===== src/rtl/tick_gen_multi.sv =====
// Multi-channel programmable tick generator.
// Each channel pulses tick once every (period+1) clocks, periodic or one-shot.
module tick_gen_multi #(
    parameter int WIDTH          = 20,
    parameter int NUM_CH         = 2,
    parameter int DEFAULT_PERIOD = 1000
) (
    input  logic              clk,
    input  logic              reset,
    input  logic              run,
    input  logic              pause,
    input  logic [NUM_CH-1:0] load,
    input  logic [WIDTH-1:0]  load_value,
    input  logic [NUM_CH-1:0] oneshot,
    output logic [NUM_CH-1:0] tick,
    output logic [NUM_CH-1:0] busy
);

    localparam logic [1:0] S_IDLE  = 2'd0;
    localparam logic [1:0] S_COUNT = 2'd1;
    localparam logic [1:0] S_DONE  = 2'd2;

    localparam logic [WIDTH-1:0] P_DEF = WIDTH'(DEFAULT_PERIOD);

    for (genvar g = 0; g < NUM_CH; g++) begin : g_ch
        logic [WIDTH-1:0] r_period;
        logic [WIDTH-1:0] r_cnt;
        logic [1:0]       r_state;
        logic             r_tick;
        logic             w_term;

        assign w_term = (r_cnt == r_period);

        always_ff @(posedge clk) begin
            if (reset) begin
                r_period <= P_DEF;
                r_cnt    <= '0;
                r_state  <= S_IDLE;
                r_tick   <= 1'b0;
            end else if (load[g]) begin
                // A load on the terminal edge wins and restarts the count.
                r_period <= load_value;
                r_cnt    <= '0;
                r_tick   <= 1'b0;
                r_state  <= run ? S_COUNT : S_IDLE;
            end else if (!run) begin
                r_cnt   <= '0;
                r_state <= S_IDLE;
                r_tick  <= 1'b0;
            end else if (pause) begin
                r_tick <= 1'b0;
            end else begin
                unique case (r_state)
                    S_IDLE: begin
                        r_state <= S_COUNT;
                        r_cnt   <= '0;
                        r_tick  <= 1'b0;
                    end
                    S_COUNT: begin
                        if (w_term) begin
                            r_cnt   <= '0;
                            r_tick  <= 1'b1;
                            r_state <= oneshot[g] ? S_DONE : S_COUNT;
                        end else begin
                            r_cnt  <= r_cnt + WIDTH'(1);
                            r_tick <= 1'b0;
                        end
                    end
                    S_DONE: begin
                        r_cnt  <= '0;
                        r_tick <= 1'b0;
                    end
                    default: begin
                        r_cnt   <= '0;
                        r_tick  <= 1'b0;
                        r_state <= S_IDLE;
                    end
                endcase
            end
        end

        assign tick[g] = r_tick;
        assign busy[g] = (r_state == S_COUNT);
    end

endmodule


===== config.mk =====
export PLATFORM = sky130hd
export DESIGN_NAME = tick_gen_multi
export DESIGN_NICKNAME = d
export VERILOG_FILES = /design/src/rtl/tick_gen_multi.sv
export SDC_FILE = /design/constraint.sdc
export NUM_CORES = 1
export LEC_CHECK = 0
export CAP_MARGIN = 40
export CORE_ASPECT_RATIO = 1.25
export CORE_UTILIZATION = 50
export CTS_BUF_LIST = sky130_fd_sc_hd__clkbuf_2 sky130_fd_sc_hd__clkbuf_4 sky130_fd_sc_hd__clkbuf_8
export CTS_CLUSTER_SIZE = 24
export DETAILED_ROUTE_END_ITERATION = 10
export PLACE_DENSITY_LB_ADDON = 0.12
export SYNTH_ARGS = -nofsm -noshare
export SYNTH_HDL_FRONTEND = slang
export SYNTH_SLANG_ARGS = --single-unit
export TNS_END_PERCENT = 10

===== constraint.sdc =====
create_clock -name clk -period 2 [get_ports clk]
set_input_delay 0.2 -clock clk [delete_from_list [all_inputs] [get_ports clk]]
set_output_delay 0.2 -clock clk [all_outputs]
set_load 0.02 [all_outputs]

## After elaboration in Yosys (flattened, before gate mapping)

Index checks and enable logic that the tools add are counted.

- Flip-flop bits (word level): 86
- Input port bits: 28
- Logic and storage cells: 52

- $add $sub $neg: 2
- Equality and inequality tests: 12
- Mux-type cells: 19
- Bitwise operators: 3
- Reduce and logical (&&, ||, !) cells: 8

Operator list:

| kind | number |
|---|---|
| $mux W20 | 4 |
| $add A20 B1 Y20 const B | 2 |
| $eq A20 B20 Y1 | 2 |
| $mux W2 | 10 |
| $pmux W2 S3 | 2 |
| $reduce_or A5 Y1 | 2 |
| $ne A4 B3 Y1 const B | 2 |
| $ne A3 B2 Y1 const B | 2 |
| $ne A3 B3 Y1 const B | 2 |
| $reduce_and A3 Y1 | 2 |
| $reduce_or A3 Y1 | 2 |
| $eq A2 B1 Y1 const B | 2 |
| $eq A2 B2 Y1 const B | 2 |
| $logic_not A2 Y1 | 2 |
| $mux W1 | 3 |
| $not A1 Y1 | 3 |

## Longest topological paths before layout

Gate-level depths: netlist of the first run.

- Depth in word-level cells: 6
- Depth in mapped cells: 7

## Worst setup path after synthesis of the first run

No wires, ideal clock.

- Path kind: register -> register
- Start point: reg g_ch[0].r_cnt[3]
- End point: reg g_ch[0].r_cnt[10]
- Setup time: 0.115 ns
- Arrival time: 1.585 ns
- Setup slack: 0.300 ns
- Cell stages (with the launch flop): 8
- Buffers on the path: 2
- Period minus slack after synthesis: 1.700 ns
- Path through: dfxtp_1 buf_6 xor2_1 nor4_2 a21oi_1 a211oi_4 buf_8 nor2_2

- Word-level cells in the longest chain between the ends: 3

Ends and longest elaborated chain:

| item | RTL line | RTL |
|---|---|---|
| from (decl) | 27 | `logic [WIDTH-1:0] r_cnt;` |
| from (signal assigned) | 65 | `r_cnt <= r_cnt + WIDTH'(1);` |
| $add A20 B1 Y20 / $eq A20 B20 Y1 (equally long branches) | 65, 32 |  |
| $mux W20 (*) | 60 | `if (w_term) begin` |
| $mux W20 (*) | 53 | `unique case (r_state)` |

Mark *: on every way between the ends. The rest lies on a longest branch, timed or not.
A chain may end at the register's enable or synchronous reset.

## Worst setup path after layout of the first run

- Start point: reg g_ch[0].r_state[0]
- End point: out busy[0]

- Word-level cells in the longest chain between the ends: 1

Ends and longest elaborated chain:

| item | RTL line | RTL |
|---|---|---|
| from (decl) | 28 | `logic [1:0] r_state;` |
| from (signal assigned) | 45 | `r_state <= run ? S_COUNT : S_IDLE;` |
| from (signal assigned) | 63 | `r_state <= oneshot[g] ? S_DONE : S_COUNT;` |
| $eq A2 B1 Y1 | 83 | `assign busy[g] = (r_state == S_COUNT);` |
| to (decl) | 16 | `output logic [NUM_CH-1:0] busy` |

Every way passes these cells.

==> results.md, run 1 <==
| Item | Reported | Unit |
| --- | --- | --- |
| Run status | finished clean | - |
| Post-route core utilization | 0.6373 | - |
| Commonest non-fill, non-tap cell in the layout | dfxtp_1 | - |
| Number of clock buffers inserted by TritonCTS | 9 | - |
| Share of layout cells above drive strength 1 | 0.1549 | - |
| Number of global-route vias before repair | 2922 | - |
| Count of endpoints failing setup in the final report | 0 | - |
| Max-slew violation count | 0 | - |
| Pre-CTS setup slack | -0.02402 | ns |
| Power spent charging and discharging nets | 0.8346 | mW |
| Largest buffer count on any clock path | 2 | - |
| Main area contributors after synthesis | dfxtp_1 (43%), xor2_1 (13%), mux2i_1 (7.4%) | - |
| Fmax achieved | 542.4 | MHz |
| Critical path required time | 1.80 | ns |
| Number of DRC violations after detailed-routing iteration 0 | 180 | - |
| Family with the most delay on the worst path | buffers and inverters | - |
| Post-synthesis sequential element count | 86 | - |
| Synth top area share | 0.4263 | - |
| Crit path setup slack, layout | 0.1562 | ns |
| Time the worst path needs with I/O delays and setup | 1.844 | ns |
| Count of instances resized after the clock tree is built | 0 | - |
| Clock transition time at the flip-flop clock pins of the worst setup and hold paths | 0.09 | ns |
| Vias after detailed routing | 3062 | - |
| Ports | 32 | - |
| Largest net degree at the start of global routing | 43 | - |
| Width of the die | 82.39 | um |
| Combined area of all synthesized cells | 0.004039 | mm2 |
| Floorplan row count | 36 | - |
| Post-CTS Setup Repair Bufs | 0 | - |
| Final Hold Fails | 0 | - |
| Leak pwr | 2.043 | nW |
| Area of the die | 0.008443 | mm2 |
| Async set-or-reset flop fraction in the synthesized netlist | 0 | - |
| Initial antenna violation count | 0 | - |
| Leading cell types in the layout, fill and taps excluded | dfxtp_1 (86), nor2_1 (69), xor2_1 (58) | - |
| Sequential share of power | 0.483 | - |
| Library cell occupying the most area in the post-synthesis netlist | dfxtp_1 | - |
| TritonCTS clock tree | built | - |
| Internal power of the cells | 2.900 | mW |
| Cells traversed along the worst timing path | nor2b_1 -> clkdlybuf4s50_1 | - |
| Worst reg2reg startpoint | g_ch[0].r_period[1] | - |
| Antenna viol nets, final | 0 | - |
| CTS sink count | 86 | - |
| Total nets after synthesis | 459 | - |
| Count of warnings emitted by yosys | 0 | - |
| Transition time at the pin with the least slew margin | 0.4335 | ns |
| Max-cap violations | 0 | - |
| Mean cell area of the mapped netlist | 9.415 | um2 |
| Most common flop cell mapped by yosys | dfxtp_1 | - |
| Final critical-path share of the clock period | 0.9219 | - |
| Combinational fraction of design power | 0.087 | - |
| Rel. slew slack | 0.7110 | - |
| Clock latency reported for the late side of the worst-skew pair | 0.37 | ns |
| Antenna diodes | 0 | - |
| Critical path's largest stage delay | 0.65 | ns |
| FILL cells | 662 | - |
| Crit path launch type | flip-flop | - |
| Crit path buffers/inverters | 1 | - |
| Count of distinct cell types in the synthesized netlist | 45 | - |
| Routability cong. | 0.7827 | - |
| Slowest stage cell on the critical path | clkdlybuf4s50_1 | - |
| Hold_buf cts | 0 | - |
| Crit end category | primary output | - |
| Vias per inst | 5.172 | - |
| Sequential element share of the synthesized area | 0.4263 | - |
| HP Class | in -> reg | - |
| H-tree levels | 3 | - |
| Post-synthesis cell count | 429 | - |
| Launch point of the worst hold path | oneshot[1] | - |
| Clk network pwr share | 0.430 | - |
| Placeable core region | 0.007792 | mm2 |
| PwrDens | 752.0 | mW/mm2 |
| Highest fanout seen on the critical path | 5 | - |
| Layout net count | 522 | - |
| Worst Path Class, Setup | reg -> out | - |
| Die height | 102.5 | um |
| Post-DR wirelength/cell | 14.31 | um |
| HPWL after detailed placement | 6395 | um |
| Final cell count without fillers | 592 | - |
| Post-placement cell count | 576 | - |
| Final cell area excluding filler cells | 0.004966 | mm2 |
| Area growth, synth to finish | 22.96 | % |
| Root Driver | clkbuf_8 | - |
| Maximum resistive drop on vdd | 0.7415 | mV |
| Startpoint of the most critical setup path | g_ch[0].r_state[0] | - |
| Initial core utilization | 0.5183 | - |
| RSZ-0062 raised after global routing | no | - |
| DRC Markers | 0 | - |
| Leftover overflow at the end of global routing | 0 | - |
| Overall routed net length | 8473 | um |
| Count of buffers inserted at the top-level ports | 31 | - |
| Sw frac | 0.2235 | - |
| Global-route wire length before repair | 13900 | um |
| Count of flip-flops with a built-in enable after synthesis | 0 | - |
| Cell area after placement | 0.004697 | mm2 |
| Data arrival time of the worst path | 1.64 | ns |
| Worst Clk Skew | 0.01570 | ns |
| Count of TritonRoute iterations in the first routing pass | 5 | - |
| Total Routing Usage GR | 0.2228 | - |
-- worst paths after layout --
kind | endpoint | slack [ns] | cells after the start
worst max-delay path | busy[0] | 0.16 | 2
worst min-delay path | g_ch[1].r_state[1] | 0.43 | 3
worst max register to register | g_ch[0].r_state[0] | 0.17 | 6
worst min register to register | g_ch[0].r_period[8] | 0.49 | 1
-- area by class of cell --
type                    count  area, um2  share of cell area
clock buffers               9      123.9             0.02494
clock inverters             7      145.1             0.02923
inverters                   8      30.03            0.006047
multi-input cells         317       2191              0.4412
flip-flops and latches     86       1722              0.3467
well taps                  95      118.9             0.02394
repair buffers             70      635.6              0.1280
-- through the flow --
step                      power, mW   TNS, ns  hold slack [ns]
after floorplan               2.030         0           0.3224
after global placement        2.162    -1.800           0.4683
after detailed placement      2.172  -0.03566           0.4788
after CTS                     3.770         0           0.4133
after global routing          3.895         0           0.4319
final                         3.734         0           0.4306
-- tightest hold or removal path, delay by kind of cell --
kind                   cells  cell delay (ns)
and+or+nand+nor            1             0.07
buffers and inverters      1             0.42
AOI/OAI and AO/OA          1             0.05
-- cells by family after synthesis --
group,count (synthesis),share of synthesized area
mux,30,0.07435
xor+xnor,76,0.1648
fa+ha+maj,2,0.006195
compound gates,32,0.06444
simple gates,177,0.2327
buf+inv,26,0.03129
flops,86,0.4263
-- flip-flops by register name, indices dropped and copies added (netlist names) --
register and count:
g_ch.r_tick 2, g_ch.r_cnt 40, g_ch.r_state 4, g_ch.r_period 40
-- Yosys cell counts (all sizes together), types with 2 or more instances --
master / instances
dfxtp: 86
nor2: 79
xor2: 58
mux2i: 30
nand2: 21
xnor2: 18
a211o: 13
nor4: 13
nor2b: 12
buf: 11
nand4: 11
nand3: 10
inv: 8
and2: 7
clkbuf: 7
nor3: 6
a21oi: 5
o21ai: 4
and3: 3
o41ai: 3
and3b: 2
and4: 2
ha: 2
nand2b: 2
nand3b: 2
nand4b: 2
nor3b: 2
o211ai: 2
or2: 2
-- routing by layer --
metal	share of wire	track usage
met1	0.46	0.2775
met4	0.011	0.07152
met5	0	0
met2	0.51	0.3700
met3	0.025	0.05982
-- power by group through the flow --
stage,Combinational [mW],Sequential (mW),Clock (mW)
after CTS,0.328,1.81,1.64
after global placement,0.318,1.84,0
final,0.324,1.80,1.61
after global routing,0.354,1.81,1.73
after floorplan,0.196,1.83,0
after detailed placement,0.326,1.85,0
Power figures use the tool's default switching activity.
==> run 2: changes to the inputs <==
Settings changed: PLACE_DENSITY set to 0.67, PLACE_DENSITY_LB_ADDON 0.12 to not set.
==> run 2 against run 1 <==
  * Critical path depth grew 3
  * Wire length down 1.2%
  * Die area did not move
  * Clock skew fell by 0.0022 ns
  * Global-route usage fell by 0.39 points
  * Sequential power about the same
  * Largest cell class unchanged
==> results.md, run 2 (synthesized netlist as in run 1, its figures left out) <==
| Item | Reported | Unit | Delta |
| --- | --- | --- | --- |
| Max-slew violation count | 0 | - | unchanged |
| Clk network pwr share | 0.361 | - | was 0.430 |
| Data arrival time of the worst path | 2.09 | ns | was 1.64 ns |
| Critical path's largest stage delay | 0.40 | ns | was 0.65 ns |
| Global-route wire length before repair | 13700 | um | was 13900 um |
| Overall routed net length | 8372 | um | was 8473 um |
| Final Hold Fails | 0 | - | unchanged |
| Post-CTS Setup Repair Bufs | 0 | - | unchanged |
| Power spent charging and discharging nets | 0.8078 | mW | was 0.8346 mW |
| CTS sink count | 86 | - | unchanged |
| Cells traversed along the worst timing path | xor2_1 -> nor4_1 -> nand3_1 -> or2_2 -> a32o_1 | - | was nor2b_1 -> clkdlybuf4s50_1 |
| Hold_buf cts | 0 | - | unchanged |
| Die height | 102.5 | um | unchanged |
| Total Routing Usage GR | 0.2190 | - | was 0.2228 |
| Count of TritonRoute iterations in the first routing pass | 4 | - | was 5 |
| Worst R2R End | g_ch[1].r_cnt[1] | - | was g_ch[0].r_state[0] |
| HP Class | in -> reg | - | unchanged |
| Internal power of the cells | 2.523 | mW | was 2.900 mW |
| Antenna diodes | 0 | - | unchanged |
| Slowest stage cell on the critical path | or2_2 | - | was clkdlybuf4s50_1 |
| FILL cells | 667 | - | was 662 |
| Cells on Worst Hold Path | 3 | - | unchanged |
| Worst Path Class, Setup | reg -> reg | - | was reg -> out |
| Worst reg2reg path depth | 5 | - | was 6 |
| Terminating pin of the worst hold path | g_ch[1].r_state[1] | - | unchanged |
| Post-placement cell count | 556 | - | was 576 |
| Highest fanout seen on the critical path | 4 | - | was 5 |
| Antenna viol nets, final | 0 | - | unchanged |
| Number of clock buffers inserted by TritonCTS | 9 | - | unchanged |
| Launch point of the worst hold path | oneshot[1] | - | unchanged |
| PwrDens | 704.1 | mW/mm2 | was 752.0 mW/mm2 |
| Maximum resistive drop on vdd | 0.4752 | mV | was 0.7415 mV |
| Layout net count | 502 | - | was 522 |
| Combinational fraction of design power | 0.096 | - | was 0.087 |
| Fmax achieved | 544.1 | MHz | was 542.4 MHz |
| Max-cap violations | 0 | - | unchanged |
| Crit path launch type | flip-flop | - | unchanged |
| Leak pwr | 1.902 | nW | was 2.043 nW |
| TritonCTS clock tree | built | - | unchanged |
| Leading registers by flop count | g_ch.r_cnt (40), g_ch.r_period (40), g_ch.r_state (4) | - | unchanged |
| Transition time at the pin with the least slew margin | 0.4183 | ns | was 0.4335 ns |
| Sw frac | 0.2425 | - | was 0.2235 |
| Area growth, synth to finish | 17.13 | % | was 22.96% |
| Commonest non-fill, non-tap cell in the layout | dfxtp_1 | - | unchanged |
| Root Driver | clkbuf_8 | - | unchanged |
| Run status | finished clean | - | unchanged |
| Largest buffer count on any clock path | 2 | - | unchanged |
| Largest net degree at the start of global routing | 43 | - | unchanged |
| H-tree levels | 3 | - | unchanged |
| Clock transition time at the flip-flop clock pins of the worst setup and hold paths | 0.09 | ns | about the same |
| Width of the die | 82.39 | um | unchanged |
| Worst reg2reg startpoint | g_ch[1].r_period[3] | - | was g_ch[0].r_period[1] |
| Number of DRC violations after detailed-routing iteration 0 | 123 | - | was 180 |
| Worst reg2reg setup slack | 0.16 | ns | was 0.17 ns |
| Rel. slew slack | 0.7211 | - | was 0.7110 |
| Share of layout cells above drive strength 1 | 0.1176 | - | was 0.1549 |
| Vias per inst | 5.228 | - | was 5.172 |
| Post-DR wirelength/cell | 14.66 | um | was 14.31 um |
| HPWL after detailed placement | 6349 | um | was 6395 um |
| Sequential share of power | 0.542 | - | was 0.483 |
| DRC Markers | 0 | - | unchanged |
| Vias after detailed routing | 2985 | - | was 3062 |
| Worst Clk Skew | 0.01354 | ns | was 0.01570 ns |
| Routability cong. | 0.8375 | - | was 0.7827 |
| Initial antenna violation count | 0 | - | unchanged |
| Count of endpoints failing setup in the final report | 0 | - | unchanged |
| Ports | 32 | - | unchanged |
| RSZ-0062 raised after global routing | no | - | unchanged |
| Area of the die | 0.008443 | mm2 | unchanged |
| Floorplan row count | 36 | - | unchanged |
| Count of buffers inserted at the top-level ports | 31 | - | unchanged |
| Clock latency reported for the late side of the worst-skew pair | 0.36 | ns | was 0.37 ns |
| Final critical-path share of the clock period | 0.9189 | - | was 0.9219 |
| Placeable core region | 0.007792 | mm2 | unchanged |
| Number of global-route vias before repair | 2889 | - | was 2922 |
| Time the worst path needs with I/O delays and setup | 1.838 | ns | was 1.844 ns |
| Count of instances resized after the clock tree is built | 0 | - | unchanged |
| Leading cell types in the layout, fill and taps excluded | dfxtp_1 (86), nor2_1 (69), xor2_1 (58) | - | unchanged |
| Leftover overflow at the end of global routing | 0 | - | unchanged |
| Initial core utilization | 0.5183 | - | unchanged |
| Final cell count without fillers | 571 | - | was 592 |
| Critical path required time | 2.26 | ns | was 1.80 ns |
| Crit end category | flip-flop | - | was primary output |
| Final setup TNS | 0 | ns | unchanged |
[run 2: cell types whose count changed in the layout (fill, tap and decap cells not counted)]
cell       delta
buf_4        -19
buf_8         -1
bufinv_16     -3
clkbuf_4      +1
clkinv_2      +1
[run 2: per-layer routing]
metal	track usage	routed length, um	vias up
met5	0	0	-
met4	0.09852	172	0
met3	0.04196	218	13
met2	0.3713	4148	33
met1	0.2648	3832	1397
li1	-	-	1542
[run 2: cell type report]
class	count	area, um2	share of cell area
clock buffers	10	131.4	0.02777
repair buffers	50	478.0	0.1010
flip-flops and latches	86	1722	0.3639
well taps	95	118.9	0.02513
inverters	8	30.03	0.006348
multi-input cells	317	2191	0.4631
clock inverters	5	60.06	0.01270
[run 2: stage by stage]
step / total power, mW / cell area, um2 / util / hold WS, ns / worst slack [ns]
3_5_place_dp: 2.169 / 4539 / 0.5825 / 0.4772 / 0.1072
3_3_place_gp: 2.161 / 4539 / 0.5825 / 0.4708 / 0.1193
4_1_cts: 3.371 / 4731 / 0.6071 / 0.4106 / 0.1435
2_1_floorplan: 2.030 / 4039 / - / 0.3224 / 0.2997
5_1_grt: 3.477 / 4731 / 0.6071 / 0.4344 / 0.04246
6_report: 3.331 / 4731 / 0.6071 / 0.4224 / 0.1622
[run 2: worst max-delay path by stage]
stage                         end                start  slack, ns
2_1_floorplan   g_ch[0].r_cnt[10]     g_ch[0].r_cnt[3]       0.30
3_3_place_gp    g_ch[1].r_cnt[18]                pause       0.12
3_5_place_dp    g_ch[1].r_cnt[19]                pause       0.11
4_1_cts          g_ch[1].r_cnt[1]  g_ch[1].r_period[3]       0.14
5_1_grt        g_ch[0].r_state[0]    g_ch[0].r_cnt[12]       0.04
6_report         g_ch[1].r_cnt[1]  g_ch[1].r_period[3]       0.16
[run 2: worst max-delay path, delay by kind of cell (launching register included)]
family | cells | cell delay [ns]
AO/OA/AOI/OAI | 1 | 0.26
XOR/XNOR | 1 | 0.19
flip-flops | 1 | 0.34
AND/OR/NAND/NOR | 3 | 0.96
[run 2: power groups by stage]
stage | clock (mW) | combinational [mW] | sequential (mW)
finish | 1.20 | 0.321 | 1.81
global route | 1.31 | 0.350 | 1.81
CTS | 1.24 | 0.324 | 1.81
detailed placement | 0 | 0.323 | 1.85
global placement | 0 | 0.316 | 1.85
floorplan | 0 | 0.196 | 1.83
